--- src/rtl/dcache_wb.sv ---
// dcache_wb: parametrised direct-mapped write-back data cache.
// Sits between the load/store unit and the memory serialiser. Misses run a
// victim writeback (if dirty) followed by a line fill, both over a narrow
// beat-serial memory port. A whole-cache flush writes back every dirty line.
//
// Ports:
//   clk, reset (async, active-low)
//   req/write/size/paddr/wdata -> ready/rdata   CPU access handshake
//   flush -> flush_done                          whole-cache writeback
//   mem_req/mem_write/mem_addr/mem_wdata         burst control and write beats
//   mem_wstrobe, mem_rdata/mem_rstrobe           memory beat handshakes
module dcache_wb #(
  parameter int RV          = 16,
  parameter int PA          = 22,
  parameter int LINE_LENGTH = 8,
  parameter int NLINES      = 8,
  parameter int MW          = 4
) (
  input  logic                                 clk,
  input  logic                                 reset,
  input  logic                                 req,
  input  logic                                 write,
  input  logic [1:0]                           size,
  input  logic [PA-1:0]                        paddr,
  input  logic [RV-1:0]                        wdata,
  output logic                                 ready,
  output logic [RV-1:0]                        rdata,
  input  logic                                 flush,
  output logic                                 flush_done,
  output logic                                 mem_req,
  output logic                                 mem_write,
  output logic [PA-$clog2(LINE_LENGTH)-1:0]    mem_addr,
  output logic [MW-1:0]                        mem_wdata,
  input  logic                                 mem_wstrobe,
  input  logic [MW-1:0]                        mem_rdata,
  input  logic                                 mem_rstrobe
);

  localparam int OFFW      = $clog2(LINE_LENGTH);
  localparam int IDXW      = $clog2(NLINES);
  localparam int TAGW      = PA - OFFW - IDXW;
  localparam int LINE_BITS = LINE_LENGTH * 8;
  localparam int BEATS     = LINE_BITS / MW;
  localparam int CNTW      = $clog2(BEATS);

  localparam logic [2:0] S_IDLE       = 3'd0;
  localparam logic [2:0] S_WB         = 3'd1;
  localparam logic [2:0] S_FILL       = 3'd2;
  localparam logic [2:0] S_FLUSH_SCAN = 3'd3;
  localparam logic [2:0] S_FLUSH_WB   = 3'd4;

  localparam logic [CNTW-1:0] CNT_LAST = CNTW'(BEATS - 1);
  localparam logic [CNTW-1:0] CNT_ONE  = CNTW'(1);
  localparam logic [IDXW:0]   FIDX_ONE = (IDXW+1)'(1);

  logic [2:0]           state;
  logic [CNTW-1:0]      cnt;
  // Extra top bit marks "all lines scanned".
  logic [IDXW:0]        fidx;
  logic [NLINES-1:0]    valid;
  logic [NLINES-1:0]    dirty;
  logic [TAGW-1:0]      tag_mem  [NLINES];
  logic [LINE_BITS-1:0] data_mem [NLINES];

  logic [OFFW-1:0]      off;
  logic [IDXW-1:0]      pidx;
  logic [TAGW-1:0]      ptag;
  logic [IDXW-1:0]      fline;
  logic [IDXW-1:0]      bidx;
  logic                 hit;
  logic                 last_beat;
  logic [OFFW-1:0]      amask;
  logic [OFFW-1:0]      aoff;
  logic [OFFW+2:0]      bshift;
  logic [RV-1:0]        smask;
  logic [LINE_BITS-1:0] cur_line;
  logic [LINE_BITS-1:0] rd_line;
  logic [LINE_BITS-1:0] wr_line;
  logic [LINE_BITS-1:0] wr_mask;
  logic [LINE_BITS-1:0] wb_line;

  assign off       = paddr[OFFW-1:0];
  assign pidx      = paddr[OFFW +: IDXW];
  assign ptag      = paddr[PA-1 -: TAGW];
  assign fline     = fidx[IDXW-1:0];
  assign hit       = valid[pidx] && (tag_mem[pidx] == ptag);
  assign last_beat = (cnt == CNT_LAST);
  assign cur_line  = data_mem[pidx];

  // Align the offset down to the access size, then select/merge bytes.
  assign amask  = ~((OFFW'(1) << size) - OFFW'(1));
  assign aoff   = off & amask;
  assign bshift = {aoff, 3'b000};

  always_comb begin
    smask = '0;
    case (size)
      2'd0:    smask = RV'(8'hFF);
      2'd1:    smask = RV'(16'hFFFF);
      default: smask = '1;
    endcase
  end

  assign rd_line = cur_line >> bshift;
  assign wr_line = LINE_BITS'(wdata) << bshift;
  assign wr_mask = LINE_BITS'(smask) << bshift;

  assign ready = (state == S_IDLE) && req && !flush && hit;
  assign rdata = ready ? (rd_line[RV-1:0] & smask) : '0;

  assign flush_done = (state == S_FLUSH_SCAN) && fidx[IDXW];

  assign mem_req   = (state == S_WB) || (state == S_FILL) || (state == S_FLUSH_WB);
  assign mem_write = (state == S_WB) || (state == S_FLUSH_WB);
  assign bidx      = (state == S_FLUSH_WB) ? fline : pidx;
  assign wb_line   = data_mem[bidx];

  always_comb begin
    mem_addr  = '0;
    mem_wdata = '0;
    if (state == S_FILL) begin
      mem_addr = {ptag, pidx};
    end else if (mem_write) begin
      mem_addr  = {tag_mem[bidx], bidx};
      mem_wdata = wb_line[cnt*MW +: MW];
    end
  end

  // Control state: reset clears everything that determines line validity.
  always_ff @(posedge clk or negedge reset) begin
    if (!reset) begin
      state <= S_IDLE;
      cnt   <= '0;
      fidx  <= '0;
      valid <= '0;
      dirty <= '0;
    end else begin
      case (state)
        S_IDLE: begin
          if (flush) begin
            state <= S_FLUSH_SCAN;
            fidx  <= '0;
          end else if (req && !hit) begin
            if (valid[pidx] && dirty[pidx]) begin
              state <= S_WB;
            end else begin
              valid[pidx] <= 1'b0;
              state       <= S_FILL;
            end
          end else if (ready && write) begin
            dirty[pidx] <= 1'b1;
          end
        end
        S_WB: begin
          if (mem_wstrobe) begin
            cnt <= cnt + CNT_ONE;
            if (last_beat) begin
              dirty[pidx] <= 1'b0;
              valid[pidx] <= 1'b0;
              cnt         <= '0;
              state       <= S_FILL;
            end
          end
        end
        S_FILL: begin
          if (mem_rstrobe) begin
            cnt <= cnt + CNT_ONE;
            if (last_beat) begin
              valid[pidx] <= 1'b1;
              dirty[pidx] <= 1'b0;
              cnt         <= '0;
              state       <= S_IDLE;
            end
          end
        end
        S_FLUSH_SCAN: begin
          if (fidx[IDXW]) begin
            state <= S_IDLE;
          end else if (valid[fline] && dirty[fline]) begin
            state <= S_FLUSH_WB;
          end else begin
            fidx <= fidx + FIDX_ONE;
          end
        end
        S_FLUSH_WB: begin
          if (mem_wstrobe) begin
            cnt <= cnt + CNT_ONE;
            if (last_beat) begin
              dirty[fline] <= 1'b0;
              cnt          <= '0;
              fidx         <= fidx + FIDX_ONE;
              state        <= S_FLUSH_SCAN;
            end
          end
        end
        default: state <= S_IDLE;
      endcase
    end
  end

  // Tag and data arrays carry no reset; validity is tracked separately.
  always_ff @(posedge clk) begin
    if (ready && write) begin
      data_mem[pidx] <= (cur_line & ~wr_mask) | (wr_line & wr_mask);
    end
    if ((state == S_FILL) && mem_rstrobe) begin
      data_mem[pidx][cnt*MW +: MW] <= mem_rdata;
      if (last_beat) begin
        tag_mem[pidx] <= ptag;
      end
    end
  end

endmodule

--- config.mk ---
export PLATFORM = sky130hd
export DESIGN_NAME = dcache_wb
export DESIGN_NICKNAME = d
export VERILOG_FILES = /design/src/rtl/dcache_wb.sv
export SDC_FILE = /design/constraint.sdc
export NUM_CORES = 1
export LEC_CHECK = 0
export CORE_ASPECT_RATIO = 1.75
export CORE_MARGIN = 4
export CORE_UTILIZATION = 50
export CTS_BUF_LIST = sky130_fd_sc_hd__clkbuf_8
export CTS_CLUSTER_SIZE = 16
export DETAILED_ROUTE_END_ITERATION = 10
export PLACE_DENSITY_LB_ADDON = 0.12
export REMOVE_ABC_BUFFERS = 1
export SETUP_SLACK_MARGIN = 0.15
export SKIP_LAST_GASP = 1
export SLEW_MARGIN = 15
export SYNTH_ARGS = -nofsm -noshare
export SYNTH_HDL_FRONTEND = slang
export SYNTH_SLANG_ARGS = --single-unit
--- constraint.sdc ---
create_clock -name clk -period 8.2 [get_ports clk]
set_input_delay 1.64 -clock clk [delete_from_list [all_inputs] [get_ports clk]]
set_output_delay 1.64 -clock clk [all_outputs]
set_load 0.01 [all_outputs]
; Word level (Yosys, flattened, before mapping)
; Memory sizes are Yosys's and may differ from the RTL's.
; Index checks and enable logic that the tools add are counted.
[classes]
add_sub_neg = 4
n_lt_le_gt_ge = 4
n_eq_ne = 23
shift = 7
mux = 129
bitwise_logic = 78
reduce_logical = 30
[op_table]
columns = op, n
row1 = AND 64 bit, 2
row2 = left shift 16 x 6 -> 64 bit, 2
row3 = two-way mux 8 bit, 15
row4 = two-way mux 1 bit, 76
row5 = two-way mux 64 bit, 1
row6 = NOT 64 bit, 1
row7 = OR 1 bit, 64
row8 = OR 64 bit, 1
row9 = variable shift 4 x 34 -> 64 bit (first input constant), 1
row10 = variable part select 4 x 34 -> 64 bit, 1
row11 = variable part select 64 x 7 -> 4 bit, 1
row12 = right shift 64 x 6 -> 16 bit, 1
row13 = two-way mux 4 bit, 10
row14 = two-way mux 19 bit, 2
row15 = negation 6 -> 34 bit, 1
row16 = two-way mux 3 bit, 11
row17 = two-way mux 16 bit, 2
row18 = case mux 8 bit (4 select lines), 1
row19 = AND 8 bit, 3
row20 = != test 2 bit (second input constant), 12
row21 = case mux 8 bit (3 select lines), 1
row22 = AND reduction 8 bit, 3
row23 = AND 16 bit, 1
row24 = == test 16 bit, 1
row25 = 33 further kinds, 61
[totals]
register_bits = 27
mem_bits_rw = 640
input_bits = 51
output_inout_bits = 43
elab_cells = 283
n_memories = 2
[mem_list]
columns = memory, words, width, rd, rd_clocked_by_memory_dff, write_ports, line
row1 = data_mem, 8, 64, 2, 0, 1, 63  ; logic [LINE_BITS-1:0] data_mem [NLINES];
row2 = tag_mem, 8, 16, 2, 0, 1, 62  ; logic [TAGW-1:0] tag_mem [NLINES];

; Longest topological paths before layout
[depth]
depth_word = 10
depth_mapped = 16
ltp_nobuf = 9

; Least setup slack after synthesis
; Ideal clock, no wire load.
[synth_path]
kind = in2out
startpoint = in paddr[3]
endpoint = out rdata[12]
t_arrival_ns = 4.625
required_ns = 6.560
setup_slack_ns = 1.935
path_stages = 14
path_buffers = 7
cell_sequence = buf_6 > buf_6 > buf_2 > buf_1 > or3b_2 > clkbuf_1 > buf_1 > clkbuf_1 > o22ai_1 > nor2_1 > nand2_1 > o22ai_1 > a21oi_1 > a2111oi_0
[synth_via]
elab_chain_cells = 5
word_cells_on_any_way = 10
classes_between = eq/ne: 1 / shift: 1 / mux: 3 / bitwise: 1 / reduce/logical: 2 / memory: 2
[synth_rtl]
columns = item, line
row1 = from (decl), 24  ; input logic [PA-1:0] paddr,
row2 = "parallel branches: the longest is 4 deep, another holds memory read (8 x 64 bit)", n/a
row3 = two-way mux 16 bit (*), 109  ; assign rdata = ready ? (rd_line[RV-1:0] & smask) : '0;
row4 = to (decl), 27  ; output logic [RV-1:0] rdata,
; Mark *: on every way between the ends. The select of a mux whose other input is x is not followed.

; Worst setup path after layout
[layout_path]
startpoint = in paddr[4]
endpoint = out rdata[10]
; Same word-level chain as after synthesis.

==> results.py <==
metrics = {
    "setup_path": {
        "cp_common_cell": "buf_4",
        "ff2ff_path_depth": 5,
        "cp-end-kind": "output port",
        "cp-endpoint": "rdata[10]",
        "required_ns": 6.56,
        "cp.arrival_ns": 6.32,
        "r2r_end": "data_mem[0][51]",
        "path_cells": "buf_4, buf_4, nor2b_1, a221oi_1, o22ai_1, nand2_1, or4_4, or4_1, buf_4, nor4_2, clkdlybuf4s50_1",
        "worstSetupStartpointType": "primary input",
        "timing.rr.start": "cnt[0]",
        "cp_max_fo": 45,
        "ff2ff_setup_slack_ns": 2.86,
        "slowest_delay_ns": 0.65,
        "critPathLaunch": "paddr[4]",
        "path_class": "primary input to output port",
        "slowest_stage": "clkdlybuf4s50_1",
    },
    "global_routing": {
        "grt_pass1_vias": 29500,
        "grt_usage_pct": 37.3,
        "grt_pass1_wl_um": 203000,
        "antenna_found_initial": 3,
        "grt_max_degree": 72,
        "grt_remaining_overflow": 0,
    },
    "clock_network": {
        "cts_hold_buffers": 0,
        "cts_tree": "yes",
        "cts_root_buffer": "clkbuf_8",
        "cts_buffer_depth": 3,
        "postCtsSetupBuffers": 0,
        "clk_latency_ns": 0.82,
        "cts_made_buffers": 97,
        "clock_sinks": 667,
        "clk_pin_slew_ns": 0.07,
        "h-tree-depth": 3,
    },
    "synthesis": {
        "ys_seq_area_share_pct": 57.2,
        "async_flop_share_pct": 4.05,
        "synthTopCellsByCount": "edfxtp_1, nand2_1, o22ai_1",
        "ys_seq_elements": 667,
        "avgSynthCellArea_um2": 11.3,
        "synth.area.top_cells": "edfxtp_1, nand2_1, mux4_2",
        "synth_cell_types": 71,
        "syn_area_um2": 34800,
        "synthFlopType": "edfxtp_1",
        "yosysTopAreaCellShare_pct": 55.2,
        "synthCells": 3080,
        "synth.most_common_cell": "edfxtp_1",
        "synth_top_area_cell": "edfxtp_1",
        "synth_edf_count": 640,
        "yosysWarnings": 0,
    },
    "power": {
        "peakVddDrop_v": 0.000198,
        "leakage_nw": 13.2,
        "cellPowerDensity_nw_per_um2": 246,
        "power_mw": 9.68,
    },
    "route": {
        "viasPerCell": 7.17,
        "drt-total-wl_um": 142000,
        "route.vias.total": 29700,
        "wl_per_cell_um": 34.3,
        "firstDrtPassIters": 8,
        "drc": 0,
        "first_iter_violations": 4374,
        "drtAntennaViolNets": 0,
    },
    "floorplan": {
        "coreArea_um2": 68800,
        "ios": 94,
        "dieArea_um2": 74000,
        "start_util_pct": 50.6,
        "chipWidth_um": 207,
        "num_rows": 127,
        "die_h_um": 357,
    },
    "sta": {
        "fin_skew_ns": 0.0392,
        "fin_ws_ns": 0.240,
        "setup_viol": 0,
        "rsz0062_at_grt": "no",
        "tightest_slew_ns": 1.20,
        "fin_crit_sh_pct": 97.1,
        "min_period_ns": 7.96,
        "max_freq_mhz": 126,
        "slew_violations": 0,
        "maxSlewHeadroom_pct": 18.4,
        "hold_viol_final": 0,
    },
    "finish": {
        "syn2layout_area_growth_pct": 12.9,
        "drive_above_1_share_pct": 15.6,
        "post-route-util_pct": 57.1,
        "nNetsFinal": 3211,
        "fill_cells": 5659,
    },
    "place": {
        "hpwl_um": 102000,
        "place_ws_ns": -0.112,
        "numPortBuffers": 93,
        "finalWeightedCongestion": 1.05,
    },
    "worst_hold_path": {
        "hold_path_class": "flop to flop",
        "min_path_cells": 2,
    },
    "run_status": {
        "status": "finished, final reports clean",
    },
    "flow_run": {
        "drv_cap": 0,
    },
}
logic make-up (layout without fill, tap and decap cells):
kind of cell    after synthesis  in the layout  synth area share, %
other cells                   0              3                    0
mux                         244            244                 10.1
xor+xnor                     14             14                0.352
buf+inv                     287            445                 3.40
compound gates              845            845                 15.9
fa+ha+maj                     4              4                0.144
simple gates               1019           1019                 12.9
flops                       667            667                 57.2
critical path, delay by kind of cell:
kind                   cells  cell delay, ns
AND/OR/NAND/NOR            5            2.28
buffers and inverters      4            1.79
AO/OA/AOI/OAI              2            0.52
cell type report:
type | count | area [um2] | share of cell area (%)
Tap cell | 903 | 1130 | 2.88
Antenna cell | 3 | 7.51 | 0.0191
Sequential cell | 667 | 19900 | 50.6
Multi-Input combinational cell | 2126 | 13900 | 35.3
Clock buffer | 100 | 1380 | 3.50
Timing Repair Buffer | 240 | 2190 | 5.57
Inverter | 24 | 90.1 | 0.229
Clock inverter | 81 | 712 | 1.81
cell usage in the layout, fill, tap and decap left out, drive strengths merged, types with 15 or more instances in the layout:
master / n
o31ai: 17
a221oi: 15
a21oi: 216
a31oi: 18
clkdlybuf4s50: 90
a32oi: 21
nor3: 27
o21ai: 139
nor2: 130
a211oi: 19
mux2: 53
clkinv: 37
clkbuf: 100
mux4: 81
o221ai: 62
o211ai: 30
inv: 53
edfxtp: 640
o22ai: 215
nand4: 25
nand2: 552
buf: 150
a22oi: 23
dfrtp: 27
mux2i: 110
nand3: 177
worst min-delay path by stage:
stage	startpoint	to	slack, ns
2_1_floorplan	dirty[7]	dirty[7]	0.50
3_3_place_gp	dirty[7]	dirty[7]	0.52
3_5_place_dp	dirty[7]	dirty[7]	0.52
4_1_cts	dirty[7]	dirty[7]	0.54
5_1_grt	dirty[5]	dirty[5]	0.56
6_report	dirty[7]	dirty[7]	0.54
sequential cells by signal, indices dropped and copies added (netlist names), named ones only:
signal and count:
cnt 4, data_mem 512, dirty 8, fidx 4, state 3, tag_mem 128
metal layers:
layer,GRT usage (%),part of all wire (%)
met1,40.5,31
met2,61.2,47
met3,8.27,10
met4,33.5,12
met5,0,0.013
stage by stage:
stage / hold WS [ns] / instances / TNS, ns / cell area (um2)
finish: 0.543 / 4144 / 0 / 39300
global route: 0.562 / 4142 / 0 / 39300
CTS: 0.542 / 4141 / 0 / 39300
detailed placement: 0.524 / 3960 / -0.112 / 37200
global placement: 0.521 / 3960 / 0 / 37200
floorplan: 0.499 / 2817 / -173.01 / 33700
power breakdown:
group | switching, mW | leakage, nW | internal (mW)
sequential | 0.105 | 6.06 | 3.84
combinational | 1.94 | 5.96 | 0.862
clock | 1.37 | 1.15 | 1.56
what timing repair did:
item / CTS / global route
endpoints found under the hold margin: 0 / 0
resized for setup: 2 / 3
pin swaps: 0 / 0
endpoints found under the setup margin: 1 / 3
Note: power is estimated with default switching activity, not from simulation.
